--- src/rtl/tp_mux_ctrl.sv ---
// rtl/tp_mux_ctrl.sv - debug test-point group mux with change blanking, auto-scan and trigger freeze
module tp_mux_ctrl #(
  parameter int NGRP    = 8,
  parameter int GW      = 16,
  parameter int DWELL_W = 16,
  parameter int BLANK   = 4
) (
  input  logic                    CLK,
  input  logic                    RST,
  input  logic [NGRP*GW-1:0]      GRP_DATA,
  input  logic                    CFG_WE,
  input  logic [7:0]              CFG_DATA,
  input  logic [DWELL_W-1:0]      DWELL,
  input  logic                    TRIG,
  output logic [GW-1:0]           TP_OUT,
  output logic [$clog2(NGRP)-1:0] TP_SEL,
  output logic                    TP_VALID,
  output logic                    FROZEN,
  output logic                    SYNC_PULSE
);

  localparam int SW = $clog2(NGRP);
  localparam int BW = (BLANK > 1) ? $clog2(BLANK) : 1;
  localparam logic [BW-1:0] BLANK_LAST = BW'(BLANK - 1);

  typedef enum logic [1:0] {S_BLANK, S_RUN, S_FRZ} state_t;

  state_t             state_q, state_d;
  logic [BW-1:0]      bcnt_q, bcnt_d;
  logic [DWELL_W-1:0] dcnt_q, dcnt_d;
  logic [SW-1:0]      sel_q, sel_d;
  logic               auto_q, auto_d;
  logic               arm_q, arm_d;
  logic [GW-1:0]      out_q, out_d;
  logic               valid_q, valid_d;
  logic               frozen_q, frozen_d;
  logic               sync_q, sync_d;

  logic [SW-1:0]      cfg_sel;
  logic [GW-1:0]      grp_word;
  logic               dwell_hit;
  logic               unused_cfg;

  assign cfg_sel    = CFG_DATA[SW-1:0];
  assign grp_word   = GRP_DATA[int'(sel_q)*GW +: GW];
  assign dwell_hit  = auto_q && (DWELL != '0) && (dcnt_q == DWELL - DWELL_W'(1));
  assign unused_cfg = ^CFG_DATA;

  always_ff @(posedge CLK or posedge RST) begin
    if (RST) begin
      state_q  <= S_BLANK;
      bcnt_q   <= '0;
      dcnt_q   <= '0;
      sel_q    <= '0;
      auto_q   <= 1'b0;
      arm_q    <= 1'b0;
      out_q    <= '0;
      valid_q  <= 1'b0;
      frozen_q <= 1'b0;
      sync_q   <= 1'b0;
    end else begin
      state_q  <= state_d;
      bcnt_q   <= bcnt_d;
      dcnt_q   <= dcnt_d;
      sel_q    <= sel_d;
      auto_q   <= auto_d;
      arm_q    <= arm_d;
      out_q    <= out_d;
      valid_q  <= valid_d;
      frozen_q <= frozen_d;
      sync_q   <= sync_d;
    end
  end

  always_comb begin
    state_d  = state_q;
    bcnt_d   = bcnt_q;
    dcnt_d   = dcnt_q;
    sel_d    = sel_q;
    auto_d   = auto_q;
    arm_d    = arm_q;
    out_d    = out_q;
    valid_d  = valid_q;
    frozen_d = frozen_q;
    sync_d   = 1'b0;

    unique case (state_q)
      S_BLANK: begin
        if (CFG_WE) begin
          sel_d  = cfg_sel;
          auto_d = CFG_DATA[4];
          arm_d  = CFG_DATA[5];
          bcnt_d = '0;
        end else if (bcnt_q == BLANK_LAST) begin
          state_d = S_RUN;
          valid_d = 1'b1;
          sync_d  = 1'b1;
          out_d   = grp_word;
          dcnt_d  = '0;
        end else begin
          bcnt_d = bcnt_q + 1'b1;
        end
      end

      S_RUN: begin
        // Priority: group change, config refresh, trigger, dwell expiry.
        if (CFG_WE && (cfg_sel != sel_q)) begin
          sel_d   = cfg_sel;
          auto_d  = CFG_DATA[4];
          arm_d   = CFG_DATA[5];
          state_d = S_BLANK;
          bcnt_d  = '0;
          out_d   = '0;
          valid_d = 1'b0;
        end else if (CFG_WE) begin
          auto_d = CFG_DATA[4];
          arm_d  = CFG_DATA[5];
          out_d  = grp_word;
          if (!CFG_DATA[4]) dcnt_d = '0;
        end else if (arm_q && TRIG) begin
          state_d  = S_FRZ;
          frozen_d = 1'b1;
          out_d    = grp_word;
        end else if (dwell_hit) begin
          sel_d   = sel_q + 1'b1;
          state_d = S_BLANK;
          bcnt_d  = '0;
          out_d   = '0;
          valid_d = 1'b0;
        end else begin
          out_d  = grp_word;
          dcnt_d = auto_q ? dcnt_q + 1'b1 : '0;
        end
      end

      S_FRZ: begin
        if (CFG_WE) begin
          sel_d    = cfg_sel;
          auto_d   = CFG_DATA[4];
          arm_d    = CFG_DATA[5];
          state_d  = S_BLANK;
          bcnt_d   = '0;
          out_d    = '0;
          valid_d  = 1'b0;
          frozen_d = 1'b0;
        end
      end

      default: state_d = S_BLANK;
    endcase
  end

  assign TP_OUT     = out_q;
  assign TP_SEL     = sel_q;
  assign TP_VALID   = valid_q;
  assign FROZEN     = frozen_q;
  assign SYNC_PULSE = sync_q;

endmodule
--- config.mk ---
export PLATFORM = sky130hd
export DESIGN_NAME = tp_mux_ctrl
export DESIGN_NICKNAME = d
export VERILOG_FILES = /design/src/rtl/tp_mux_ctrl.sv
export SDC_FILE = /design/constraint.sdc
export NUM_CORES = 1
export LEC_CHECK = 0
export ABC_CLOCK_PERIOD_IN_PS = 4200
export BUFFER_PORTS_ARGS = -buffer_cell sky130_fd_sc_hd__buf_2
export CAP_MARGIN = 15
export CORE_MARGIN = 5
export CORE_UTILIZATION = 45
export CTS_CLUSTER_SIZE = 14
export DETAILED_ROUTE_END_ITERATION = 16
export GPL_TIMING_DRIVEN = 0
export PLACE_DENSITY = 0.84
export SLEW_MARGIN = 20
export SYNTH_ARGS = -nofsm -noshare
export SYNTH_HDL_FRONTEND = slang
export SYNTH_SLANG_ARGS = --single-unit
export TNS_END_PERCENT = 20
--- constraint.sdc ---
create_clock -name CLK -period 4.2 [get_ports CLK]
set_input_delay 0 -clock CLK [delete_from_list [all_inputs] [get_ports CLK]]
set_output_delay 0 -clock CLK [all_outputs]
set_load 0.01 [all_outputs]
Word-level counts from Yosys, hierarchy flattened
Index checks and enable logic that the tools add are counted.
{ "classes": {"add_sub_neg": 4, "n_eq_ne": 20, "shift": 1, "muxes": 58, "n_reduce_logical": 18} }
{ "ops": {"columns": ["op", "count"], "rows": [
  ["2-to-1 mux 16 bit", 15],
  ["indexed part select 128 x 8 -> 16 bit", 1],
  ["case mux 16 bit (3 select lines)", 1],
  ["case mux 16 bit (2 select lines)", 1],
  ["2-to-1 mux 2 bit", 12],
  ["inequality test 3 bit, second input constant", 7],
  ["2-to-1 mux 1 bit", 17],
  ["adder 16 x 1 -> 16 bit, second input constant", 1],
  ["== test 16 bit", 1],
  ["nonzero test 16 bit", 1],
  ["subtractor 16 x 1 -> 16 bit, second input constant", 1],
  ["2-to-1 mux 3 bit", 5],
  ["AND reduction 5 bit", 3],
  ["AND reduction 7 bit", 2],
  ["inequality test 2 bit, second input constant", 6],
  ["case mux 2 bit (3 select lines)", 2],
  ["case mux 1 bit (2 select lines)", 3],
  ["case mux 3 bit (2 select lines)", 1],
  ["AND reduction 6 bit", 1],
  ["nonzero test 2 bit", 3],
  ["== test 2 bit, second input constant", 2],
  ["logical AND 1 bit", 4],
  ["inequality test 4 bit, second input constant", 1],
  ["AND reduction 4 bit", 1],
  ["9 further kinds", 9]
]} }
{ "word_totals": {"reg_bits": 44, "inputBits": 156, "output_inout_bits": 22, "word_cells": 111} }

Longest topological paths before layout
Gate-level depths: netlist of run 1.
{ "logic_depth": {"depth_word": 8, "ltp_mapped": 12, "ltp_nobuf": 9} }

Worst setup path after synthesis of run 1
No wires, ideal clock.
{ "synth_path": {"kind": "input port to flip-flop", "startpoint": "in DWELL[2]", "endpoint": "reg state_q[0]", "setup_ns": 0.125, "arrival_ns": 2.486, "t_required_ns": 4.075, "slack_ns": 1.589, "path_stages": 9, "n_path_buf": 2, "path_cell_list": "buf_4 > or4_1 > buf_2 > o31a_1 > or4_1 > o211a_1 > nand4b_4 > a31oi_1 > mux2_2"} }
{ "synth_between": {"elab_chain_len": 5, "elab_cells_between_ends": 7, "cone_classes": "1 x add/sub; 2 x eq/ne; 4 x reduce/logical"} }
{ "synth_lines": {"columns": ["item", "line", "text"], "rows": [
  ["start, declared", "13", "input logic [DWELL_W-1:0] DWELL,"],
  ["subtractor 16 x 1 -> 16 bit or nonzero test 16 bit (tied branches)", "46", "assign dwell_hit = auto_q && (DWELL != '0) && (dcnt_q == DWELL - DWELL_W'(1));"],
  ["== test 16 bit or logical AND 1 bit (tied branches)", "46", null],
  ["logical AND 1 bit *", "46", null],
  ["inequality test 4 bit (no source line) *", null, null],
  ["AND reduction 5 bit (no source line) *", null, null],
  ["end signal, assigned", "62", "state_q <= state_d;"],
  ["end, declared", "28", "state_t state_q, state_d;"]
]} }
Mark *: on every way between the ends. The rest lies on a longest branch, timed or not.
A chain may end at the register's enable or synchronous reset.

Worst setup path after layout of run 1
{ "layout_path": {"startpoint": "reg sel_q[2], in the netlist TP_SEL[2]", "endpoint": "reg dcnt_q[14]"} }
{ "layout_between": {"elab_chain_len": 4} }
{ "layout_lines": {"columns": ["item", "line", "text"], "rows": [
  ["start, declared", "31", "logic [SW-1:0] sel_q, sel_d;"],
  ["start signal, assigned", "65", "sel_q <= sel_d;"],
  ["inequality test 3 bit", "107", "if (CFG_WE && (cfg_sel != sel_q)) begin"],
  ["logical AND 1 bit", "107", null],
  ["inequality test 2 bit (no source line)", null, null],
  ["AND reduction 7 bit (no source line)", null, null],
  ["end signal, assigned", "64", "dcnt_q <= dcnt_d;"],
  ["end, declared", "30", "logic [DWELL_W-1:0] dcnt_q, dcnt_d;"]
]} }
Every way passes these cells.

==> results of run 1 <==
==> cells by family (layout without fill, tap and decap cells) <==
kind of cell               Yosys count  after routing  share of synthesized area (%)
and+or+nand+nor                    156            156                          20.16
AOI/OAI and AO/OA                  113            113                          18.82
buffers and inverters               58            240                          5.827
muxes                               56             56                          22.64
DFF                                 44             44                          25.64
xor gates and xnor gates            21             21                          4.283
adders and majority gates            9              9                          2.622
other                                0              5                              0
==> layout by cell type, fill, tap and decap left out, types with 9 or more instances in the layout <==
master    count
mux4_2       32
o21ai_0      25
clkbuf_1     25
dfrtp_1      44
inv_1        21
nand2_1      36
nor2_1       19
buf_2       172
nand3_1      26
mux2i_1      18
ha_1          9
xor2_1       12
xnor2_1       9
a21oi_1      14
nor3_1       12
nand4_1       9
a31oi_1      24
==> Yosys cell counts (all sizes together), types with 2 or more instances <==
cell and instances:
a21boi 2, nand2 36, xnor2 9, or3 7, mux4 32, o31ai 5
nand4b 4, or4 4, clkbuf 25, xor2 12, nand3b 2, nor3 12
a21oi 16, and3 4, o21a 2, o31a 2, nor2b 4, and4 3
a211oi 3, o211ai 13, nor2 19, o21ai 28, a41oi 2, mux2i 18
a21o 3, nor4 10, a31oi 25, dfrtp 44, nand4 9, inv 22
nand2b 3, buf 11, and2 2, or2 3, nor4b 3, o311ai 2
nor3b 3, a22oi 2, ha 9, nand3 26, mux2 6, o32ai 2
==> state kept, by name, summed over array words and instances, names as in the netlist, named ones only <==
register	count
TP_SEL	3
TP_VALID	1
FROZEN	1
TP_OUT	16
SYNC_PULSE	1
bcnt_q	2
dcnt_q	16
state_q	2
==> report_power, final <==
part	internal (W)	switching [W]	total, W
clock network	0.000195	0.000156	0.000350
logic	0.000970	0.00120	0.00217
registers	0.000612	0.000163	0.000775
total	0.00178	0.00152	0.00330
==> metrics by stage <==
stage | instances | worst slack (ns) | cell area [um2] | utilization (%)
CTS | 768 | 1.372 | 5478 | 59.00
global route | 773 | 1.039 | 5490 | 59.14
finish | 773 | 1.286 | 5490 | 59.14
global placement | 756 | 1.204 | 5306 | 57.16
floorplan | 457 | 1.589 | 4294 | -
detailed placement | 757 | 1.147 | 5326 | 57.37
==> per-layer routing <==
metal / vias up / wire length, um / GRT usage [%]
met5: - / 0 / 0
met4: 0 / 625 / 12.53
met3: 39 / 1001 / 4.559
met2: 219 / 8058 / 46.45
met1: 2159 / 5322 / 28.52
li1: 2127 / - / -
==> critical path: stages (launching register included) <==
cell,delay (ns)
dfrtp_1,0.36
clkbuf_1,0.51
xor2_1,0.15
nor3_1,0.48
a31oi_1,0.25
nor2_1,0.36
clkbuf_1,0.42
nand4_1,0.14
mux2i_1,0.16
==> how the worst max path moves through the flow <==
stage / startpoint / end / slack [ns] / cells after the start
CTS: TP_SEL[2] / dcnt_q[14] / 1.37 / 8
detailed placement: DWELL[0] / TP_OUT[4] / 1.15 / 12
global route: TP_SEL[0] / dcnt_q[14] / 1.04 / 8
global placement: DWELL[0] / TP_OUT[15] / 1.20 / 12
floorplan: DWELL[2] / state_q[0] / 1.59 / 9
finish: TP_SEL[2] / dcnt_q[14] / 1.29 / 8
==> area by class of cell <==
class	count	area, um2	area share (%)
flip-flops and latches	44	1101	20.05
well taps	129	161.4	2.940
multi-input cells	355	2943	53.60
clock buffers	6	82.58	1.504
diodes	5	12.51	0.2279
clock inverters	2	38.79	0.7065
repair buffers	174	900.9	16.41
plain buffers	36	167.7	3.054
inverters	22	82.58	1.504
==> impl_metrics.env, run 1 <==
export IMPL_netlist_top_cells_area="dfrtp_1 (26%), mux4_2 (17%), mux2i_1 (4.2%)"
export IMPL_synth_top_area_share_pct=25.64
export IMPL_fin_crit_sh_pct=69.37
export IMPL_fillers=873
export IMPL_ys_warn_count=0
export IMPL_cts_setup_buffers=0
export IMPL_synth_cell_type_count=65
export IMPL_hold_slack_ns=0.01941
export IMPL_tritoncts="built"
export IMPL_drc=0
export IMPL_synth_net_count=622
export IMPL_cp_max_fo=10
export IMPL_drtIter0Drc=284
export IMPL_nNetsFinal=803
export IMPL_grt_pass1_wl_um=23360
export IMPL_min_path_type="primary input to flip-flop"
export IMPL_startpoint_type="flip-flop"
export IMPL_postRouteWirelength_um=15010
export IMPL_cts_resized=0
export IMPL_worstHoldEndpoint="TP_SEL[0]"
export IMPL_reg2regPathDepth=8
export IMPL_reg2reg_from="TP_SEL[2]"
export IMPL_cp_required_ns=4.42
export IMPL_rows=35
export IMPL_p_leak_nw=2.392
export IMPL_hold_path_depth=3
export IMPL_setup_viol=0
export IMPL_reg2reg_slack_ns=1.29
export IMPL_cts_max_level=2
export IMPL_skew_ns=0.01230
export IMPL_cts_buffers=5
export IMPL_critPathKind="flip-flop to flip-flop"
export IMPL_max_cap_violations=0
export IMPL_grtUsageTotal_pct=25.56
export IMPL_worst_pin_slew_ns=1.016
export IMPL_slew_headroom_pct=31.64
export IMPL_synth_seq_area_share_pct=25.64
export IMPL_max_freq_ghz=0.3432
export IMPL_synth_largest_area_cell="dfrtp_1"
export IMPL_yosys_most_used_dff="dfrtp_1"
export IMPL_die_y_um=107.7
export IMPL_timing_rr_end="dcnt_q[14]"
export IMPL_rsz0062_at_grt="no"
export IMPL_end_kind="flip-flop"
export IMPL_syn_avg_cell_area_um2=9.396
export IMPL_pin_count=178
export IMPL_io_buffers=170
export IMPL_final_layout_size_suffix_gt1_share_pct=38.65
export IMPL_place_congestion=0.9277
export IMPL_crit_arrival_ns=3.14
export IMPL_grt_antenna_before_repair=5
export IMPL_vdd_drop_max_mv=0.4263
export IMPL_start_util_pct=46.25
export IMPL_min_period_ns=2.914
export IMPL_fin_total_pwr_w=0.003297
export IMPL_cts_root_buf="clkbuf_8"
export IMPL_synth_edf_count=0
export IMPL_hold_viol=0
export IMPL_clock_sinks=44
export IMPL_synth_area_mm2=0.004294
export IMPL_drv_slew=0
export IMPL_path_clk_slew_ns=0.09
export IMPL_die_w_um=107.7
export IMPL_hold_path_startpoint="CFG_DATA[0]"
export IMPL_first_global_vias=4727
export IMPL_async_flop_share_pct=100.0
export IMPL_grt_start_max_net_pins=25
export IMPL_hpwlAfterDp_um=12630
export IMPL_netlist_instances=457
export IMPL_firstDrtPassIters=7
export IMPL_die_area_mm2=0.01160
export IMPL_num_vias=4544
export IMPL_area_delta_synth_final_pct=27.86
export IMPL_synth_seq_cells=44
export IMPL_powerDensity_mw_per_mm2=600.5
export IMPL_grt_ovfl_total=0
export IMPL_insertion_delay_ns=0.31
export IMPL_cts_hold_buf=3
export IMPL_cts_buffer_depth=2
export IMPL_ant_nets=0
export IMPL_core_area_mm2=0.009284
export IMPL_via_per_inst=5.878
export IMPL_status="complete, no violations"
export IMPL_finalSetupTns_ns=0
export IMPL_routedWlPerCell_um=19.42
(Power assumes the default switching activity.)
==> run 2: changes to the inputs <==
--- a/config.mk
+++ b/config.mk
@@ -5,7 +5,8 @@
 export SDC_FILE = /design/constraint.sdc
 export NUM_CORES = 1
 export LEC_CHECK = 0
-export ABC_CLOCK_PERIOD_IN_PS = 4200
+export ABC_AREA = 1
+export ABC_CLOCK_PERIOD_IN_PS = 2950
 export BUFFER_PORTS_ARGS = -buffer_cell sky130_fd_sc_hd__buf_2
 export CAP_MARGIN = 15
 export CORE_MARGIN = 5
@@ -13,7 +14,7 @@
 export CTS_CLUSTER_SIZE = 14
 export DETAILED_ROUTE_END_ITERATION = 16
 export GPL_TIMING_DRIVEN = 0
-export PLACE_DENSITY = 0.84
+export PLACE_DENSITY = 0.83
 export SLEW_MARGIN = 20
 export SYNTH_ARGS = -nofsm -noshare
 export SYNTH_HDL_FRONTEND = slang
==> constraint.sdc (replaced) <==
create_clock -name CLK -period 2.95 [get_ports CLK]
set_input_delay 0 -clock CLK [delete_from_list [all_inputs] [get_ports CLK]]
set_output_delay 0 -clock CLK [all_outputs]
set_load 0.01 [all_outputs]
==> impl_metrics.env, run 2 <==
export IMPL_die_y_um=110.5
export IMPL_dp_cells=1066
export IMPL_num_vias=5777
export IMPL_cts_setup_buffers=0
export IMPL_reg2regPathDepth=12
export IMPL_netlist_top_cells_count="nand2_1 (190), nor2_1 (134), o21ai_0 (91)"
export IMPL_firstDrtPassIters=7
export IMPL_postRouteWirelength_um=16550
export IMPL_synth_net_count=923
export IMPL_routedWlPerCell_um=15.29
export IMPL_grt_ovfl_total=0
export IMPL_max_freq_ghz=0.3852
export IMPL_fin_total_pwr_w=0.004350
export IMPL_startpoint_type="flip-flop"
export IMPL_end_kind="flip-flop"
export IMPL_cp_required_ns=3.19
export IMPL_netlist_top_cells_area="dfrtp_1 (24%), nand2_1 (16%), nor2_1 (11%)"
export IMPL_synth_edf_count=0
export IMPL_synth_area_mm2=0.004542
export IMPL_synth_cell_type_count=36
export IMPL_syn_avg_cell_area_um2=5.992
export IMPL_ant_nets=0
export IMPL_rows=36
export IMPL_grt_start_max_net_pins=33
export IMPL_drv_slew=0
export IMPL_die_area_mm2=0.01220
export IMPL_via_per_inst=5.339
export IMPL_async_flop_share_pct=100.0
export IMPL_cts_root_buf="clkbuf_8"
export IMPL_post_route_util_pct=58.77
export IMPL_final_layout_size_suffix_gt1_share_pct=24.66
export IMPL_setup_viol=0
export IMPL_rsz0062_at_grt="no"
export IMPL_vdd_drop_max_mv=0.5978
export IMPL_core_area_mm2=0.009819
export IMPL_die_w_um=110.5
export IMPL_place_congestion=0.9830
export IMPL_post_synth_top_count_cell="nand2_1"
export IMPL_synth_largest_area_cell="dfrtp_1"
export IMPL_drc=0
export IMPL_fin_cells=1082
export IMPL_slew_headroom_pct=61.38
export IMPL_pin_count=178
export IMPL_drtIter0Drc=478
export IMPL_synth_seq_area_share_pct=24.24
export IMPL_clock_sinks=44
export IMPL_grt_antenna_before_repair=4
export IMPL_final_cell_mix="nand2_1 (190), buf_2 (178), nor2_1 (134)"
export IMPL_ys_warn_count=0
export IMPL_cts_buffer_depth=2
export IMPL_path_clk_slew_ns=0.09
export IMPL_synth_seq_cells=44
export IMPL_hold_path_depth=5
export IMPL_min_path_type="primary input to flip-flop"
export IMPL_start_util_pct=46.25
export IMPL_min_period_ns=2.596
export IMPL_yosys_most_used_dff="dfrtp_1"
export IMPL_fin_crit_sh_pct=88.01
export IMPL_io_buffers=174
export IMPL_tritoncts="built"
export IMPL_hpwlAfterDp_um=13610
export IMPL_status="complete, no violations"
export IMPL_grt_pass1_wl_um=26250
export IMPL_synth_top_area_share_pct=24.24
export IMPL_critPathKind="flip-flop to flip-flop"
export IMPL_crit_arrival_ns=2.84
export IMPL_max_cap_violations=0
export IMPL_powerDensity_mw_per_mm2=753.8
export IMPL_cts_max_level=2
export IMPL_hold_viol=0
export IMPL_area_delta_synth_final_pct=27.05
export IMPL_cp_max_fo=10
export IMPL_cts_buffers=5
export IMPL_worst_pin_slew_ns=0.5793
export IMPL_nNetsFinal=1109
export IMPL_skew_ns=0.004983
export IMPL_p_leak_nw=2.928
export IMPL_final_common_cell="nand2_1"
export IMPL_finalSetupTns_ns=0
export IMPL_first_global_vias=5552
export IMPL_fillers=1042
export IMPL_insertion_delay_ns=0.30
export IMPL_grtUsageTotal_pct=25.87
export IMPL_netlist_instances=758
==> run 2: stage by stage <==
step	setup WS (ns)	area, um2	hold WS [ns]
floorplan	1.081	4542	0.09470
finish	0.3537	5771	0.1052
detailed placement	0.4330	5599	-0.02776
global placement	0.4496	5579	0.2345
CTS	0.4014	5761	0.09145
global route	0.01385	5771	0.1412
==> run 2: cells by family after synthesis <==
kind of cell | share of synthesized area (%)
muxes | 0.7437
AOI/OAI and AO/OA | 15.23
xor gates and xnor gates | 4.022
buffers and inverters | 8.347
adders and majority gates | 2.479
and+or+nand+nor | 44.93
DFF | 24.24
==> run 2: final cells by class <==
class | instances | area, um2 | area share (%)
clock buffer | 6 | 82.58 | 1.431
sequential | 44 | 1101 | 19.08
antenna | 4 | 10.01 | 0.1735
multi-input combinational | 621 | 3062 | 53.06
clock inverter | 2 | 38.79 | 0.6722
inverter | 57 | 214.0 | 3.708
buffer | 36 | 165.2 | 2.862
tap | 133 | 166.4 | 2.884
timing repair buffer | 179 | 930.9 | 16.13
==> run 2: worst max-delay path, stage by stage, from the launching register on <==
cell	delay (ns)
dfrtp_1	0.42
inv_1	0.11
ha_1	0.22
inv_1	0.09
nor2_1	0.07
inv_1	0.07
nand3_1	0.29
inv_1	0.29
clkbuf_1	0.38
o21ai_0	0.22
a31oi_1	0.23
nand2_1	0.09
nand2_1	0.06
==> run 2: what timing repair did <==
action	in CTS	in global routing
gates resized for setup	0	0
hold endpoints to repair	47	0
hold buffers	4	0
setup endpoints to repair	0	0
==> run 2: worst paths after layout <==
check | start | to | slack [ns]
setup / recovery | state_q[0] | TP_OUT[0] | 0.35
hold / removal | CFG_DATA[0] | TP_SEL[0] | 0.11
setup reg to reg | state_q[0] | TP_OUT[0] | 0.35
hold reg to reg | TP_OUT[8] | TP_OUT[8] | 0.48
max in group asynchronous | RST | dcnt_q[3] | 2.29
min in group asynchronous | RST | TP_OUT[1] | 0.20
==> run 2: metal layers <==
metal	track usage (%)	vias to the layer above	part of all wire (%)
li1	-	2859	-
met1	30.23	2544	39
met2	43.93	304	47
met3	4.814	70	8.4
met4	15.35	0	5.5
met5	0	-	0
==> run 2: report_power, final <==
part           internal (W)  total (W)  switching [W]  leakage (nW)
combinational      0.000985    0.00291        0.00193          2.29
sequential         0.000790   0.000945       0.000154         0.572
clock              0.000277   0.000493       0.000215        0.0614
total               0.00205    0.00435        0.00230          2.93
==> run 3: changes to the inputs <==
--- a/config.mk
+++ b/config.mk
@@ -5,7 +5,6 @@
 export SDC_FILE = /design/constraint.sdc
 export NUM_CORES = 1
 export LEC_CHECK = 0
-export ABC_AREA = 1
 export ABC_CLOCK_PERIOD_IN_PS = 2950
 export BUFFER_PORTS_ARGS = -buffer_cell sky130_fd_sc_hd__buf_2
 export CAP_MARGIN = 15
@@ -14,7 +13,7 @@
 export CTS_CLUSTER_SIZE = 14
 export DETAILED_ROUTE_END_ITERATION = 16
 export GPL_TIMING_DRIVEN = 0
-export PLACE_DENSITY = 0.83
+export PLACE_DENSITY = 0.84
 export SLEW_MARGIN = 20
 export SYNTH_ARGS = -nofsm -noshare
 export SYNTH_HDL_FRONTEND = slang
==> impl_metrics.env, run 3 (synthesis gave the netlist of run 1 again) <==
export IMPL_status="complete, no violations"
export IMPL_drv_slew=0
export IMPL_final_cell_mix="buf_2 (172), dfrtp_1 (44), nand2_1 (36)"
export IMPL_die_w_um=107.7
export IMPL_max_cap_violations=0
export IMPL_critPathKind="primary input to flip-flop"
export IMPL_fin_crit_sh_pct=93.43
export IMPL_skew_ns=0.008740
export IMPL_drtIter0Drc=330
export IMPL_die_area_mm2=0.01160
export IMPL_fillers=867
export IMPL_pin_count=178
export IMPL_grtUsageMet1_pct=28.52
export IMPL_final_common_cell="buf_2"
export IMPL_cts_root_buf="clkbuf_8"
export IMPL_p_leak_nw=2.407
export IMPL_min_path_type="primary input to flip-flop"
export IMPL_rows=35
export IMPL_grt_antenna_before_repair=5
export IMPL_worst_pin_slew_ns=1.016
export IMPL_fin_total_pwr_w=0.004713
export IMPL_crit_arrival_ns=2.95
export IMPL_hpwlAfterDp_um=12630
export IMPL_clock_sinks=44
export IMPL_ant_nets=0
export IMPL_nNetsFinal=804
export IMPL_hold_slack_ns=0.02626
export IMPL_post_route_util_pct=59.37
export IMPL_max_freq_ghz=0.3628
export IMPL_via_per_inst=5.939
export IMPL_hold_viol=0
export IMPL_firstDrtPassIters=5
export IMPL_busiest_layer="met2"
export IMPL_finalSetupTns_ns=0
export IMPL_min_period_ns=2.756
export IMPL_routedWlPerCell_um=19.35
export IMPL_cts_buffer_depth=2
export IMPL_tritoncts="built"
export IMPL_final_layout_size_suffix_gt1_share_pct=39.38
export IMPL_grt_ovfl_total=0
export IMPL_place_congestion=0.9277
export IMPL_grt_util_met3_pct=4.559
export IMPL_insertion_delay_ns=0.30
export IMPL_grt_start_max_net_pins=25
export IMPL_io_buffers=170
export IMPL_setup_viol=0
export IMPL_rsz0062_at_grt="no"
export IMPL_cts_buffers=5
export IMPL_first_global_vias=4727
export IMPL_grt_pass1_wl_um=23360
export IMPL_die_y_um=107.7
export IMPL_vdd_drop_max_mv=0.5656
export IMPL_drc=0
export IMPL_cp_required_ns=3.14
export IMPL_postRouteWirelength_um=14980
export IMPL_met2_usage_pct=46.45
export IMPL_start_util_pct=46.25
export IMPL_area_delta_synth_final_pct=28.35
export IMPL_slew_headroom_pct=31.62
export IMPL_core_area_mm2=0.009284
export IMPL_cp_max_fo=10
export IMPL_startpoint_type="primary input"
export IMPL_cts_max_level=2
export IMPL_path_clk_slew_ns=0.09
export IMPL_num_vias=4597
export IMPL_end_kind="flip-flop"
export IMPL_powerDensity_mw_per_mm2=855.2
export IMPL_grtUsageTotal_pct=25.56
[run 3: cell count changes in the layout (fill, tap and decap cells not counted), moves of 10 or more]
cell     delta
nor2_1    -115
a21oi_1    +10
nand3_1    -32
o21ai_0    -66
mux2i_1    +18
nand2_1   -154
o22ai_1    -15
nand2_2    -15
mux4_2     +32
inv_1      -32
[run 3: path summary, 6_finish.rpt]
path                             start          to  slack, ns  cells after the start
max in group asynchronous          RST  dcnt_q[14]       2.19                      4
min in group asynchronous          RST   TP_OUT[5]       0.26                      3
min                        CFG_DATA[0]   TP_SEL[0]       0.03                      3
min reg2reg                 dcnt_q[14]  dcnt_q[14]       0.53                      1
max reg2reg                  dcnt_q[5]  state_q[0]       0.27                      7
max                           DWELL[0]  state_q[0]       0.19                     11
[run 3: stage by stage]
step / instance area, um2 / setup slack [ns] / cells
final: 5512 / 0.1938 / 774
after global routing: 5512 / 0.03949 / 774
after CTS: 5478 / 0.1218 / 768
after detailed placement: 5326 / -0.1029 / 757
after floorplan: 4294 / 0.3388 / 457
after global placement: 5306 / -0.04560 / 756
[run 3: what timing repair did]
action	CTS	global route
buffers inserted	0	3
resized for setup	0	3
hold buffers	3	0
setup endpoints to repair	0	23
hold endpoints to repair	22	0
[run 3: where the power goes]
| group | total [W] | internal (W) | switching (W) | leakage, nW |
|---|---|---|---|---|
| Clock | 0.000491 | 0.000277 | 0.000214 | 0.0614 |
| Combinational | 0.00307 | 0.00140 | 0.00167 | 1.80 |
| Sequential | 0.00115 | 0.000871 | 0.000276 | 0.545 |
[run 3: critical path, cell delays in order]
cell and delay [ns]:
buf_2 0.13, inv_1 0.08, ha_1 0.24, or3b_2 0.45, clkbuf_1 0.20, nor4_1 0.40
o22ai_1 0.14, nor4_2 0.40, nand4b_4 0.28, a31oi_1 0.27, mux2_2 0.35
[run 3: final cells by class]
cell class | instances | area (um2) | area share, %
clock inverters | 2 | 38.79 | 0.7037
diodes | 5 | 12.51 | 0.2270
repair buffers | 177 | 923.4 | 16.75
multi-input cells | 355 | 2948 | 53.48
flip-flops and latches | 44 | 1101 | 19.98
plain buffers | 34 | 161.4 | 2.928
clock buffers | 6 | 82.58 | 1.498
well taps | 129 | 161.4 | 2.928
inverters | 22 | 82.58 | 1.498
[run 3: routing by layer]
metal	wire (um)	share of wire [%]
met1	5214	35
met2	8022	54
met3	1074	7.2
met4	663	4.4
met5	0	0
